File: src/rtl/mc_control_fsm.sv
// -----------------------------------------------------------------------------
// mc_control_fsm
//   Multicycle control sequencer for the MIPS datapath. It walks each
//   instruction through FETCH / DECODE / execute / memory / write-back steps
//   and drives the per-cycle control for the shared ALU, the single memory
//   port, the IR, the PC and the register file. Memory steps stall until
//   mem_ready and trap if the memory stays silent too long. Illegal opcodes
//   also trap. A trap is left only through reset.
//
// Ports
//   clk, rst_n      clock, asynchronous active-low reset
//   run             permits the start of a new instruction fetch
//   opcode          IR[31:26], sampled in DECODE
//   zero            ALU zero flag (the datapath gates PCWriteCond with it)
//   mem_ready       memory completes the access this cycle
//   mem_req, IorD, MemRead, MemWrite        memory port control
//   IRWrite, PCWrite, PCWriteCond, PCSource PC / IR update control
//   ALUSrcA, ALUSrcB, AOp                   ALU operand and operation select
//   RegDs, MtoR, Urw                        register file write control
//   instr_done      one-cycle pulse on the last cycle of each instruction
//   err             sticky: 00 none, 01 illegal opcode, 10 memory timeout
// -----------------------------------------------------------------------------
module mc_control_fsm #(
    parameter int TIMEOUT_CYCLES = 15,
    parameter int CNT_W          = 4
) (
    input  logic       clk,
    input  logic       rst_n,
    input  logic       run,
    input  logic [5:0] opcode,
    input  logic       zero,
    input  logic       mem_ready,
    output logic       mem_req,
    output logic       IorD,
    output logic       MemRead,
    output logic       MemWrite,
    output logic       IRWrite,
    output logic       PCWrite,
    output logic       PCWriteCond,
    output logic [1:0] PCSource,
    output logic       ALUSrcA,
    output logic [1:0] ALUSrcB,
    output logic [2:0] AOp,
    output logic       RegDs,
    output logic       MtoR,
    output logic       Urw,
    output logic       instr_done,
    output logic [1:0] err
);

    typedef enum logic [3:0] {
        S_IDLE, S_FETCH, S_DECODE, S_MEM_ADDR, S_MEM_RD, S_MEM_WB,
        S_MEM_WR, S_R_EXEC, S_I_EXEC, S_ALU_WB, S_BRANCH, S_TRAP
    } state_t;

    localparam logic [5:0] OP_RTYPE = 6'b000000;
    localparam logic [5:0] OP_LW    = 6'b100011;
    localparam logic [5:0] OP_SW    = 6'b101011;
    localparam logic [5:0] OP_BEQ   = 6'b000100;
    localparam logic [5:0] OP_ADDI  = 6'b001000;
    localparam logic [5:0] OP_ANDI  = 6'b001100;
    localparam logic [5:0] OP_ORI   = 6'b001101;
    localparam logic [5:0] OP_SLTI  = 6'b001010;

    localparam logic [1:0] ERR_ILLEGAL = 2'b01;
    localparam logic [1:0] ERR_TIMEOUT = 2'b10;

    localparam logic [CNT_W-1:0] TIMEOUT_CNT = CNT_W'(TIMEOUT_CYCLES);

    state_t           state_q, state_d;
    logic [5:0]       op_q, op_d;
    logic [CNT_W-1:0] cnt_q, cnt_d;
    logic [1:0]       err_q, err_d;
    logic             timeout;

    // The branch decision itself is made in the datapath (PCWriteCond & zero).
    logic unused_zero;
    assign unused_zero = zero;

    function automatic logic is_mem_state(input state_t s);
        return (s == S_FETCH) || (s == S_MEM_RD) || (s == S_MEM_WR);
    endfunction

    // A ready on the timeout cycle wins, so the trap condition needs !mem_ready.
    assign timeout = (cnt_q == TIMEOUT_CNT) && !mem_ready;

    // NOTE: state registers use non-blocking assignments so every flop samples
    // the pre-edge value of its inputs, independent of process ordering.
    always_ff @(posedge clk or negedge rst_n) begin
        if (!rst_n) begin
            state_q <= S_IDLE;
            op_q    <= '0;
            cnt_q   <= '0;
            err_q   <= '0;
        end else begin
            state_q <= state_d;
            op_q    <= op_d;
            cnt_q   <= cnt_d;
            err_q   <= err_d;
        end
    end

    // Next-state, opcode latch, wait counter and sticky error.
    // NOTE: every variable gets a default at the top so no path through the
    // case statement can leave it unassigned and infer a latch.
    always_comb begin
        state_d = state_q;
        op_d    = op_q;
        err_d   = err_q;
        cnt_d   = cnt_q;

        unique case (state_q)
            S_IDLE: if (run) state_d = S_FETCH;
            S_FETCH: begin
                if (mem_ready) begin
                    state_d = S_DECODE;
                end else if (timeout) begin
                    state_d = S_TRAP;
                    err_d   = ERR_TIMEOUT;
                end
            end
            S_DECODE: begin
                op_d = opcode;
                case (opcode)
                    OP_RTYPE:                          state_d = S_R_EXEC;
                    OP_LW, OP_SW:                      state_d = S_MEM_ADDR;
                    OP_BEQ:                            state_d = S_BRANCH;
                    OP_ADDI, OP_ANDI, OP_ORI, OP_SLTI: state_d = S_I_EXEC;
                    default: begin
                        state_d = S_TRAP;
                        err_d   = ERR_ILLEGAL;
                    end
                endcase
            end
            S_MEM_ADDR: state_d = (op_q == OP_SW) ? S_MEM_WR : S_MEM_RD;
            S_MEM_RD: begin
                if (mem_ready) begin
                    state_d = S_MEM_WB;
                end else if (timeout) begin
                    state_d = S_TRAP;
                    err_d   = ERR_TIMEOUT;
                end
            end
            S_MEM_WR: begin
                if (mem_ready) begin
                    state_d = run ? S_FETCH : S_IDLE;
                end else if (timeout) begin
                    state_d = S_TRAP;
                    err_d   = ERR_TIMEOUT;
                end
            end
            S_R_EXEC, S_I_EXEC:             state_d = S_ALU_WB;
            S_MEM_WB, S_ALU_WB, S_BRANCH:   state_d = run ? S_FETCH : S_IDLE;
            S_TRAP:                         state_d = S_TRAP;
            default:                        state_d = S_IDLE;
        endcase

        // Counter restarts on entry to a memory step and counts stalled cycles
        // while the FSM stays in that step.
        if (is_mem_state(state_d) && (state_d != state_q)) begin
            cnt_d = '0;
        end else if (is_mem_state(state_q) && (state_d == state_q) && !mem_ready) begin
            cnt_d = cnt_q + CNT_W'(1);
        end
    end

    // Moore/Mealy output decode straight from state, op_q and mem_ready.
    always_comb begin
        mem_req     = 1'b0;
        IorD        = 1'b0;
        MemRead     = 1'b0;
        MemWrite    = 1'b0;
        IRWrite     = 1'b0;
        PCWrite     = 1'b0;
        PCWriteCond = 1'b0;
        PCSource    = 2'b00;
        ALUSrcA     = 1'b0;
        ALUSrcB     = 2'b00;
        AOp         = 3'b000;
        RegDs       = 1'b0;
        MtoR        = 1'b0;
        Urw         = 1'b0;
        instr_done  = 1'b0;

        unique case (state_q)
            S_FETCH: begin
                mem_req = 1'b1;
                MemRead = 1'b1;
                ALUSrcB = 2'b01;
                AOp     = 3'b011;
                IRWrite = mem_ready;
                PCWrite = mem_ready;
            end
            S_DECODE: begin
                ALUSrcB = 2'b11;
                AOp     = 3'b011;
            end
            S_MEM_ADDR: begin
                ALUSrcA = 1'b1;
                ALUSrcB = 2'b10;
                AOp     = 3'b011;
            end
            S_MEM_RD: begin
                mem_req = 1'b1;
                MemRead = 1'b1;
                IorD    = 1'b1;
            end
            S_MEM_WB: begin
                MtoR       = 1'b1;
                Urw        = 1'b1;
                instr_done = 1'b1;
            end
            S_MEM_WR: begin
                mem_req    = 1'b1;
                MemWrite   = 1'b1;
                IorD       = 1'b1;
                instr_done = mem_ready;
            end
            S_R_EXEC: begin
                ALUSrcA = 1'b1;
                AOp     = 3'b010;
            end
            S_I_EXEC: begin
                ALUSrcA = 1'b1;
                ALUSrcB = 2'b10;
                case (op_q)
                    OP_ADDI: AOp = 3'b011;
                    OP_ANDI: AOp = 3'b101;
                    OP_ORI:  AOp = 3'b110;
                    OP_SLTI: AOp = 3'b100;
                    default: AOp = 3'b000;
                endcase
            end
            S_ALU_WB: begin
                RegDs      = (op_q == OP_RTYPE);
                Urw        = 1'b1;
                instr_done = 1'b1;
            end
            S_BRANCH: begin
                ALUSrcA     = 1'b1;
                AOp         = 3'b001;
                PCWriteCond = 1'b1;
                PCSource    = 2'b01;
                instr_done  = 1'b1;
            end
            default: ;
        endcase
    end

    assign err = err_q;

endmodule

File: config.mk
export PLATFORM = sky130hd
export DESIGN_NAME = mc_control_fsm
export DESIGN_NICKNAME = d
export VERILOG_FILES = /design/src/rtl/mc_control_fsm.sv
export SDC_FILE = /design/constraint.sdc
export NUM_CORES = 1
export LEC_CHECK = 0
export CAP_MARGIN = 20
export CORE_MARGIN = 3
export CORE_UTILIZATION = 54
export CTS_CLUSTER_DIAMETER = 40
export DETAILED_ROUTE_END_ITERATION = 16
export GPL_TIMING_DRIVEN = 0
export PLACE_DENSITY = 0.85
export SLEW_MARGIN = 20
export SYNTH_ARGS = -nofsm -noshare
export SYNTH_HDL_FRONTEND = slang
export SYNTH_SLANG_ARGS = --single-unit
File: constraint.sdc
create_clock -name clk -period 3.9 [get_ports clk]
set_input_delay 0.585 -clock clk [delete_from_list [all_inputs] [get_ports clk]]
set_output_delay 0.585 -clock clk [all_outputs]
set_load 0.05 [all_outputs]
# After elaboration in Yosys (flattened, before gate mapping)
# Cells that the tools add are included.
# totals
ff_bits	16
latchBits	0
ramBits	0
romBits	0
inputBits	11
out_inout_bits	21
word_cells	94
n_memories	0
# op_classes
n_addsub	1
mul	0
n_div	0
n_lt_le_gt_ge	0
eq_ne	32
shift	0
mux	30
n_bitwise	0
n_reduce_logical	27
# op_table
cell	n
$eq 6x4->1 const B	8
$pmux 4 s9	1
$mux 4	7
$eq 4x3->1 const B	6
$pmux 3 s4	2
$eq 4x4->1 const B	5
$eq 6x6->1 const B	3
$pmux 4 s4	1
$logic_not 6->1	2
$mux 1	12
$reduce_or 2->1	6
$reduce_or 3->1	3
$eq 4x1->1 const B	2
$eq 4x2->1 const B	2
$mux 2	4
$reduce_or 4->1	2
$reduce_or 8->1	1
$eq 6x3->1 const B	1
$pmux 2 s3	1
$add 4x1->4 const B	1
$eq 4x4->1	1
$logic_and 1x1->1	4
$logic_not 4->1	1
$logic_or 1x1->1	4
8 further kinds	10

# Depth between registers and ports, before layout
# Gate-level depths: netlist of run 1.
# depth
ltp_word	10
mapped_depth	9
mapped_depth_nobuf	8

# Least setup slack after synthesis of run 1
# Ideal clock, no wire load.
# synth_path
path_kind	register -> output
start	reg state_q[2]
end	out RegDs
arrival_time_ns	2.821
required_ns	3.315
setup_slack_ns	0.494
path_stages_with_launch	6
cell_sequence	dfrtp_1 > buf_2 > nand2b_1 > nor3_1 > nor3b_1 > nor4b_1
# synth_between
elab_chain_len	2
# synth_lines
element	line_no	text
from (decl)	70	state_t state_q, state_d;
from (signal assigned)	96	state_q <= state_d;
$eq 4x4->1	185	unique case (state_q)
$mux 1	185	
to (decl)	44	output logic RegDs,
# Every way passes these cells.

# Worst setup path in the final report of run 1
# layout_path
start	reg state_q[2]
end	out AOp[0]
# layout_between
elab_chain_len	3
elab_cells_between_ends	8
cone_classes	eq/ne (6); mux (1); reduce/logical (1)
# layout_lines
element	line_no	text
$eq 4x1->1 / $eq 4x2->1 (equally long branches)	185	
$reduce_or 3->1 (no source line)	-	
$pmux 3 s4 (*)	185	
to (decl)	43	output logic [2:0] AOp,
# Mark *: on every way between the ends. The rest lies on a longest branch, timed or not.

==> results of run 1 <==
## critical path, cell delays in order, from the launching register on
cell and delay, ns:
dfrtp_1 0.42, buf_2 0.22, nand2b_1 0.28, nor3_1 0.22, nor3b_1 0.27, nand2_1 0.08
a221oi_1 0.26, clkdlybuf4s50_1 0.85
## layout make-up
| type | instances | share of cell area [%] |
|---|---|---|
| timing repair buffer | 28 | 15.9 |
| inverter | 8 | 1.70 |
| clock buffer | 4 | 2.06 |
| multi-input combinational | 121 | 50.9 |
| sequential | 16 | 22.7 |
| tap | 28 | 1.99 |
| buffer | 12 | 4.75 |
## per-stage QoR
stage	cells	util, %
global placement	213	73.9
floorplan	157	-
detailed placement	213	73.9
finish	217	75.4
CTS	217	75.4
global route	217	75.4
## cells by family (layout without fill, tap and decap cells)
group / count (synthesis) / count (layout) / share of synthesized area (%)
other cells: 1 / 1 / 0.265
buf+inv: 20 / 52 / 8.06
flops: 16 / 16 / 28.3
compound gates: 40 / 40 / 23.5
mux: 11 / 11 / 8.41
simple gates: 66 / 66 / 29.3
xor+xnor: 2 / 2 / 1.24
fa+ha+maj: 1 / 1 / 0.886
## how the worst max path moves through the flow
| stage | from | to | cells past startpoint |
|---|---|---|---|
| 2_1_floorplan | state_q[2]$_DFF_PN0_ | RegDs | 5 |
| 3_3_place_gp | state_q[2]$_DFF_PN0_ | AOp[0] | 7 |
| 4_1_cts | state_q[2]$_DFF_PN0_ | AOp[0] | 7 |
| 3_5_place_dp | state_q[2]$_DFF_PN0_ | AOp[0] | 7 |
| 5_1_grt | state_q[2]$_DFF_PN0_ | AOp[0] | 7 |
| 6_report | state_q[2]$_DFF_PN0_ | AOp[0] | 7 |
## state kept, by name (all words and copies together), names as in the netlist
signal and flops:
state_q 4, err 2, cnt_q 4, op_q 6
## power groups by stage
stage / clock, mW / combinational (mW) / sequential (mW)
5_1_grt: 0.118 / 1.28 / 0.303
4_1_cts: 0.110 / 1.18 / 0.290
6_report: 0.109 / 1.19 / 0.293
3_5_place_dp: 0 / 1.18 / 0.294
3_3_place_gp: 0 / 1.15 / 0.288
2_1_floorplan: 0 / 0.894 / 0.282
## cells in the mapped netlist, types with 2 or more instances
cell type	number	share of area, %
dfrtp_1	16	28
nand2_1	12	3.2
nor2_1	12	3.2
inv_1	8	2.1
mux2_2	7	5.6
nand2b_1	7	3.1
a21oi_1	6	2.1
buf_4	5	2.7
nor3_1	5	1.8
a31oi_1	4	1.8
buf_2	4	1.4
mux2i_1	4	2.8
nand3_1	4	1.4
nor4b_1	4	2.5
o21ai_0	4	1.4
o22ai_1	4	1.8
nor2b_1	3	1.3
a21o_1	2	1.1
and2_1	2	0.89
buf_6	2	1.6
nand3b_1	2	1.1
nand4b_1	2	1.2
o211ai_1	2	1.1
o21a_1	2	1.1
o21ai_2	2	1.2
## routing by layer
metal / vias up / wire (µm) / part of all wire, % / GRT usage (%)
li1: 641 / - / - / -
met1: 634 / 1620 / 45 / 32.9
met2: 47 / 1710 / 48 / 38.8
met3: 6 / 180 / 5.1 / 1.58
met4: 0 / 49 / 1.4 / 5.96
met5: - / 0 / 0 / 0
==> flow_metrics.tcl, run 1 <==
set metrics [dict create \
    grt_max_degree 17 \
    core_um2 2340 \
    placed_area_um2 1730 \
    wirelength_um 3560 \
    nFillCells 184 \
    required_ns 3.31 \
    crit_arrival_ns 2.87 \
    power_density_nw_per_um2 902 \
    total_power_mw 1.59 \
    clockBufferDepth 2 \
    fin_crit_ns 3.45 \
    ios 32 \
    fp.dieH_um 57.1 \
    ir_drop_mv 0.628 \
    ys_ff_latch 16 \
    fin_skew_ns 0.00682 \
    holdBufCountCts 0 \
    layout_common_cells "clkdlybuf4s50_1 (28), dfrtp_1 (16), nor2_1 (12), nand2_1 (12), inv_1 (8)" \
    crit_path_max_fanout 10 \
    cts_setup_buffers 0 \
    root_buffer "clkbuf_4" \
    synthArstFlopShare_pct 100 \
    holdWs_ns 0.510 \
    yosysSeqAreaShare_pct 28.3 \
    finalSetupTns_ns 0 \
    worst_slew_pin_slew_ns 0.720 \
    status "complete, no violations" \
    numCtsBuffers 3 \
    grt_pass1_wl_um 6180 \
    cts_sinks 16 \
    total_leakage_power_nw 0.699 \
    maxCapViolCount 0 \
    whs_path_depth 1 \
    hold_start "err[0]$_DFFE_PN0P_" \
    drt-pass1-iter-count 4 \
    holdPathEnd "err[0]$_DFFE_PN0P_" \
    wire_per_inst_um 16.4 \
    antenna_found_initial 0 \
    crit_path_end_kind "output port" \
    portBuffers 28 \
    yosys_warnings 0 \
    grt-ovfl-total 0 \
    ant_nets 0 \
    fmax_mhz 289 \
    synth.avg_cell_area_um2 9.00 \
    grt_usage_pct 23.3 \
    diodes 0 \
    comb_power_share_pct 74.7 \
    cts_tree "done" \
    synthFlopType "dfrtp_1" \
    dp_slack_ns 0.774 \
    drtIter0Drc 54 \
    seqPwrFrac_pct 18.4 \
    hp-class "flip-flop to flip-flop" \
    start_util_pct 60.4 \
    vias 1328 \
    post-route-period-util_pct 88.6 \
    reg2reg_setup_slack_ns 1.52 \
    drive_above_1_share_pct 19.6 \
    maxSlewViolCount 0 \
    p_int_mw 0.744 \
    p_sw_mw 0.846 \
    multi_input_area_um2 898 \
    ff_latch_area_um2 400 \
    rows 17 \
    criticalPathCategory "flip-flop to output port" \
    layout.nets 202 \
    slew_headroom_pct 51.8 \
    path_clk_slew_ns 0.09 \
    viasPerCell 6.12 \
    areaGrowthSynthToFinish_pct 24.9 \
    r2r_end "cnt_q[2]$_DFFE_PN0P_" \
    die_w_um 57.1 \
    grt_pass1_vias 1325 \
    layout_commonest_cell "clkdlybuf4s50_1" \
    gp_congestion 0.902 \
    swShare_pct 53.2 \
    syn-cell-area_um2 1410 \
    r2r_start "state_q[2]$_DFF_PN0_" \
    synth_cell_types 57 \
    fin_area_um2 1760 \
    die-area_um2 3270 \
    htree_levels 1 \
    synth_fp_nets 169 \
    syn_inst 157 \
    r2r_cells 8 \
    cp-start-kind "flip-flop" \
    cts_resized 0 \
    grt_setup_unrepaired "false" \
    clk_latency_ns 0.29 \
    setup_viol 0 \
    synth-edff-count 0 \
    p_clk_share_pct 6.9 \
    hold_viol 0 \
    drc 0 \
    dpl.hpwl_um 2770 \
    setup_ws_ns 0.446 \
]
Note: power is estimated with default switching activity, not from simulation.
==> run 2: changes to the inputs <==
CORE_UTILIZATION = 40   (was 54)
PLACE_DENSITY = 0.66   (was 0.85)
==> run 2 against run 1 <==
Net effect: combinational power about the same; clock-buffer cell count unchanged; clock power barely moved; via count down 2.1%; global-route usage shrank 6.1 points; fmax is 0.43% lower; worst setup slack lost 0.015 ns; worst hold slack worse by 0.0037 ns; critical path depth is the same.
==> flow_metrics.tcl, run 2 (same netlist as run 1, synthesis figures left out) <==
set metrics [dict create \
    status "complete, no violations" \
    root_buffer "clkbuf_4" \
    antenna_found_initial 0 \
    post-route-period-util_pct 89.0 \
    crit_path_end_kind "output port" \
    crit_slowest_cell "clkdlybuf4s50_1" \
    finalSetupTns_ns 0 \
    fin_area_um2 1780 \
    ir_drop_mv 0.317 \
    fmax_mhz 288 \
    path_clk_slew_ns 0.09 \
    die-area_um2 4280 \
    maxSlewViolCount 0 \
    drtIter0Drc 79 \
    reg.largest.list "op_q x6, cnt_q x4, state_q x4" \
    cts_sinks 16 \
    fin_crit_ns 3.47 \
    placed_area_um2 1750 \
    portBuffers 28 \
    wire_per_inst_um 14.8 \
    largest-register "op_q" \
    slew_headroom_pct 51.7 \
    layout_common_cells "clkdlybuf4s50_1 (28), dfrtp_1 (16), nor2_1 (12), nand2_1 (12), inv_1 (8)" \
    diodes 0 \
    cts_setup_buffers 0 \
    die_w_um 65.4 \
    start_util_pct 44.1 \
    core_um2 3200 \
    grt_max_degree 17 \
    crit_path_max_fanout 10 \
    fin_skew_ns 0.000437 \
    grt_setup_unrepaired "false" \
    cts_resized 0 \
    cts_tree "done" \
    rows 20 \
    ant_nets 0 \
    criticalPathCategory "flip-flop to output port" \
    maxCapViolCount 0 \
    fp.dieH_um 65.4 \
    cp-start-kind "flip-flop" \
    power_density_nw_per_um2 888 \
    hp-class "flip-flop to flip-flop" \
    layout_commonest_cell "clkdlybuf4s50_1" \
    drive_above_1_share_pct 19.6 \
    required_ns 3.31 \
    numCtsBuffers 3 \
    setup_viol 0 \
    crit_arrival_ns 2.88 \
    ios 32 \
    hold_viol 0 \
    vias 1300 \
    dpl.hpwl_um 2780 \
    layout.nets 202 \
    viasPerCell 5.58 \
    areaGrowthSynthToFinish_pct 26.3 \
    wirelength_um 3450 \
    grt_pass1_vias 1256 \
    clockBufferDepth 2 \
    path_cells "buf_2 > nand2b_1 > nor3_1 > nor3b_1 > nand2_1 > a221oi_1 > clkdlybuf4s50_1" \
    htree_levels 1 \
    gp_congestion 0.863 \
    total_leakage_power_nw 0.699 \
    worst_slew_pin_slew_ns 0.723 \
    grt_usage_pct 17.2 \
    largest_register_ffs 6 \
    holdBufCountCts 0 \
    slowest_delay_ns 0.85 \
    drt-pass1-iter-count 4 \
    clk_latency_ns 0.28 \
    grt-ovfl-total 0 \
    drc 0 \
    grt_pass1_wl_um 5920 \
]
## run 2: cell counts in the layout (fill, tap and decap cells not counted)
No cell type changed its count.
## run 2: final timing paths
kind	start	end	slack, ns	cells past startpoint
max in group asynchronous	rst_n	err[1]$_DFFE_PN0P_	2.72	1
min in group asynchronous	rst_n	op_q[4]$_DFFE_PN0P_	0.72	1
min	err[0]$_DFFE_PN0P_	err[0]$_DFFE_PN0P_	0.51	1
max reg2reg	state_q[0]$_DFF_PN0_	cnt_q[3]$_DFFE_PN0P_	1.55	7
max	state_q[2]$_DFF_PN0_	AOp[0]	0.43	7
min reg2reg	err[0]$_DFFE_PN0P_	err[0]$_DFFE_PN0P_	0.51	1
## run 2: per-stage QoR
stage,hold WS [ns],total power [mW],std cells,setup slack (ns),util (%)
final,0.506,1.58,233,0.431,55.7
after global routing,0.539,1.69,233,0.223,55.7
after CTS,0.511,1.59,233,0.430,55.7
after detailed placement,0.484,1.48,229,0.757,54.6
after global placement,0.478,1.45,229,0.781,54.6
after floorplan,0.289,1.18,157,0.494,-
## run 2: per-layer routing
layer  vias up  GRT usage [%]  wire [µm]
met3         2           1.88        149
met1       621           23.3       1640
met4         0           3.89         12
met5         -              0          0
li1        646              -          -
met2        31           29.3       1650
## run 2: critical path: cells and delay by family, from the launching register on
kind                   cells  cell delay (ns)
AO/OA/AOI/OAI              1             0.26
buffers and inverters      2             1.07
flip-flops                 1             0.44
AND/OR/NAND/NOR            4             0.83
## run 2: cell type report
| class | instances | area, µm² |
|---|---|---|
| Clock buffer | 4 | 36.3 |
| Buffer | 12 | 83.8 |
| Timing Repair Buffer | 28 | 280 |
| Tap cell | 44 | 55.1 |
| Inverter | 8 | 30.0 |
| Multi-Input combinational cell | 121 | 898 |
| Fill cell | 314 | 1420 |
| Sequential cell | 16 | 400 |
## run 2: power by group
group / internal, mW / total [mW] / switching, mW
Sequential: 0.228 / 0.292 / 0.0634
Clock: 0.0568 / 0.109 / 0.0524
Combinational: 0.458 / 1.18 / 0.726
Total: 0.744 / 1.58 / 0.841
==> run 3: changes to the inputs <==
CTS_BUF_LIST = sky130_fd_sc_hd__clkbuf_16   (was default)
TNS_END_PERCENT = 20   (was default)
==> run 3 against run 2 <==
Net effect: global-route usage is 0.47 points higher; design area is 2.4% higher; critical endpoint unchanged; combinational power hardly changed; flip-flop and latch count stayed put; via count hardly changed; utilization is 1.3 points higher; die area stayed put.
==> flow_metrics.tcl, run 3 (same netlist as run 1, synthesis figures left out) <==
set metrics [dict create \
    layout_commonest_cell "clkdlybuf4s50_1" \
    core_um2 3200 \
    dpl.hpwl_um 2780 \
    ir_drop_mv 0.384 \
    layout_common_cells "clkdlybuf4s50_1 (28), dfrtp_1 (16), nor2_1 (12), nand2_1 (12), inv_1 (8)" \
    wirelength_um 3540 \
    clk_latency_ns 0.24 \
    layout.nets 202 \
    cts_sinks 16 \
    r2r_end "cnt_q[3]$_DFFE_PN0P_" \
    grt_pass1_wl_um 6090 \
    largest_register_ffs 6 \
    diodes 0 \
    die-area_um2 4280 \
    htree_levels 1 \
    largest-register "op_q" \
    criticalPathCategory "flip-flop to output port" \
    ios 32 \
    r2r_cells 7 \
    grt_max_degree 17 \
    crit_path_end_kind "output port" \
    holdBufCountCts 0 \
    maxCapViolCount 0 \
    fin_skew_ns 0.00252 \
    fp.dieH_um 65.4 \
    drive_above_1_share_pct 19.0 \
    fin_util_pct 57.0 \
    reg2reg_setup_slack_ns 1.55 \
    hold_start "err[0]$_DFFE_PN0P_" \
    total_leakage_power_nw 0.717 \
    reg.largest.list "op_q x6, cnt_q x4, state_q x4" \
    hold_viol 0 \
    root_buffer "clkbuf_16" \
    nFillCells 305 \
    drtIter0Drc 76 \
    fmax_mhz 293 \
    die_w_um 65.4 \
    hp-class "flip-flop to flip-flop" \
    power_density_nw_per_um2 919 \
    numCtsBuffers 3 \
    grt_usage_pct 17.7 \
    gp_congestion 0.863 \
    drc 0 \
    antenna_found_initial 0 \
    holdPathEnd "err[0]$_DFFE_PN0P_" \
    worst_slew_pin_slew_ns 0.717 \
    rows 20 \
    status "complete, no violations" \
    crit_path_max_fanout 10 \
    grt_setup_unrepaired "false" \
    setup_viol 0 \
    drt-pass1-iter-count 4 \
    viasPerCell 5.58 \
    clockBufferDepth 2 \
    start_util_pct 44.1 \
    fin_crit_ns 3.41 \
    r2r_start "state_q[0]$_DFF_PN0_" \
    grt-ovfl-total 0 \
    required_ns 3.31 \
    crit_arrival_ns 2.83 \
    cp-start-kind "flip-flop" \
    wire_per_inst_um 15.2 \
    cts_resized 0 \
    path_clk_slew_ns 0.05 \
    whs_path_depth 1 \
    post-route-period-util_pct 87.5 \
    cts_tree "done" \
    cts_setup_buffers 0 \
    portBuffers 28 \
    ant_nets 0 \
    grt_pass1_vias 1276 \
    vias 1299 \
    finalSetupTns_ns 0 \
    maxSlewViolCount 0 \
    areaGrowthSynthToFinish_pct 29.3 \
    slew_headroom_pct 52.1 \
]
==> run 3: how the worst max path moves through the flow <==
stage | from | to | slack, ns | cells after the start
3_3_place_gp | state_q[2]$_DFF_PN0_ | AOp[0] | 0.78 | 7
5_1_grt | state_q[2]$_DFF_PN0_ | RegDs | 0.30 | 6
6_report | state_q[2]$_DFF_PN0_ | AOp[0] | 0.49 | 7
4_1_cts | state_q[2]$_DFF_PN0_ | AOp[0] | 0.49 | 7
3_5_place_dp | state_q[2]$_DFF_PN0_ | AOp[0] | 0.76 | 7
2_1_floorplan | state_q[2]$_DFF_PN0_ | RegDs | 0.49 | 5
==> run 3: cell type report <==
type                       instances  area (µm²)  share of cell area (%)
buffer                            12        83.8                    4.59
clock buffer                       3        75.1                    4.11
clock inverter                     1        3.75                   0.205
inverter                           8        30.0                    1.64
multi-input combinational        121         898                    49.2
sequential                        16         400                    21.9
tap                               44        55.1                    3.01
timing repair buffer              28         280                    15.3
==> run 3: stage by stage <==
stage | area [µm²] | std cells | setup slack [ns] | power, mW | hold WS (ns)
2_1_floorplan | 1410 | 157 | 0.494 | 1.18 | 0.289
3_3_place_gp | 1750 | 229 | 0.781 | 1.45 | 0.478
3_5_place_dp | 1750 | 229 | 0.757 | 1.48 | 0.484
4_1_cts | 1830 | 233 | 0.491 | 1.68 | 0.500
5_1_grt | 1830 | 233 | 0.296 | 1.78 | 0.527
6_report | 1830 | 233 | 0.486 | 1.68 | 0.492
==> run 3: critical path: stages, from the launching register on <==
cell and delay [ns]:
dfrtp_1 0.42, buf_2 0.22, nand2b_1 0.27, nor3_1 0.22, nor3b_1 0.26, nand2_1 0.08, a221oi_1 0.26, clkdlybuf4s50_1 0.85
==> run 3: routing by layer <==
metal  vias to the layer above  wire [µm]  GRT usage [%]  share of wire, %
li1                        643          -              -                 -
met4                         0         29           3.11              0.82
met5                         -          0              0                 0
met3                         4        133           1.88               3.8
met2                        35       1720           31.2                49
met1                       617       1650           23.4                47
==> run 3: where the power goes <==
| part | leakage [nW] | switching, mW | internal [mW] |
|---|---|---|---|
| sequential | 0.199 | 0.0649 | 0.229 |
| combinational | 0.479 | 0.730 | 0.458 |
| clock | 0.0385 | 0.0609 | 0.136 |
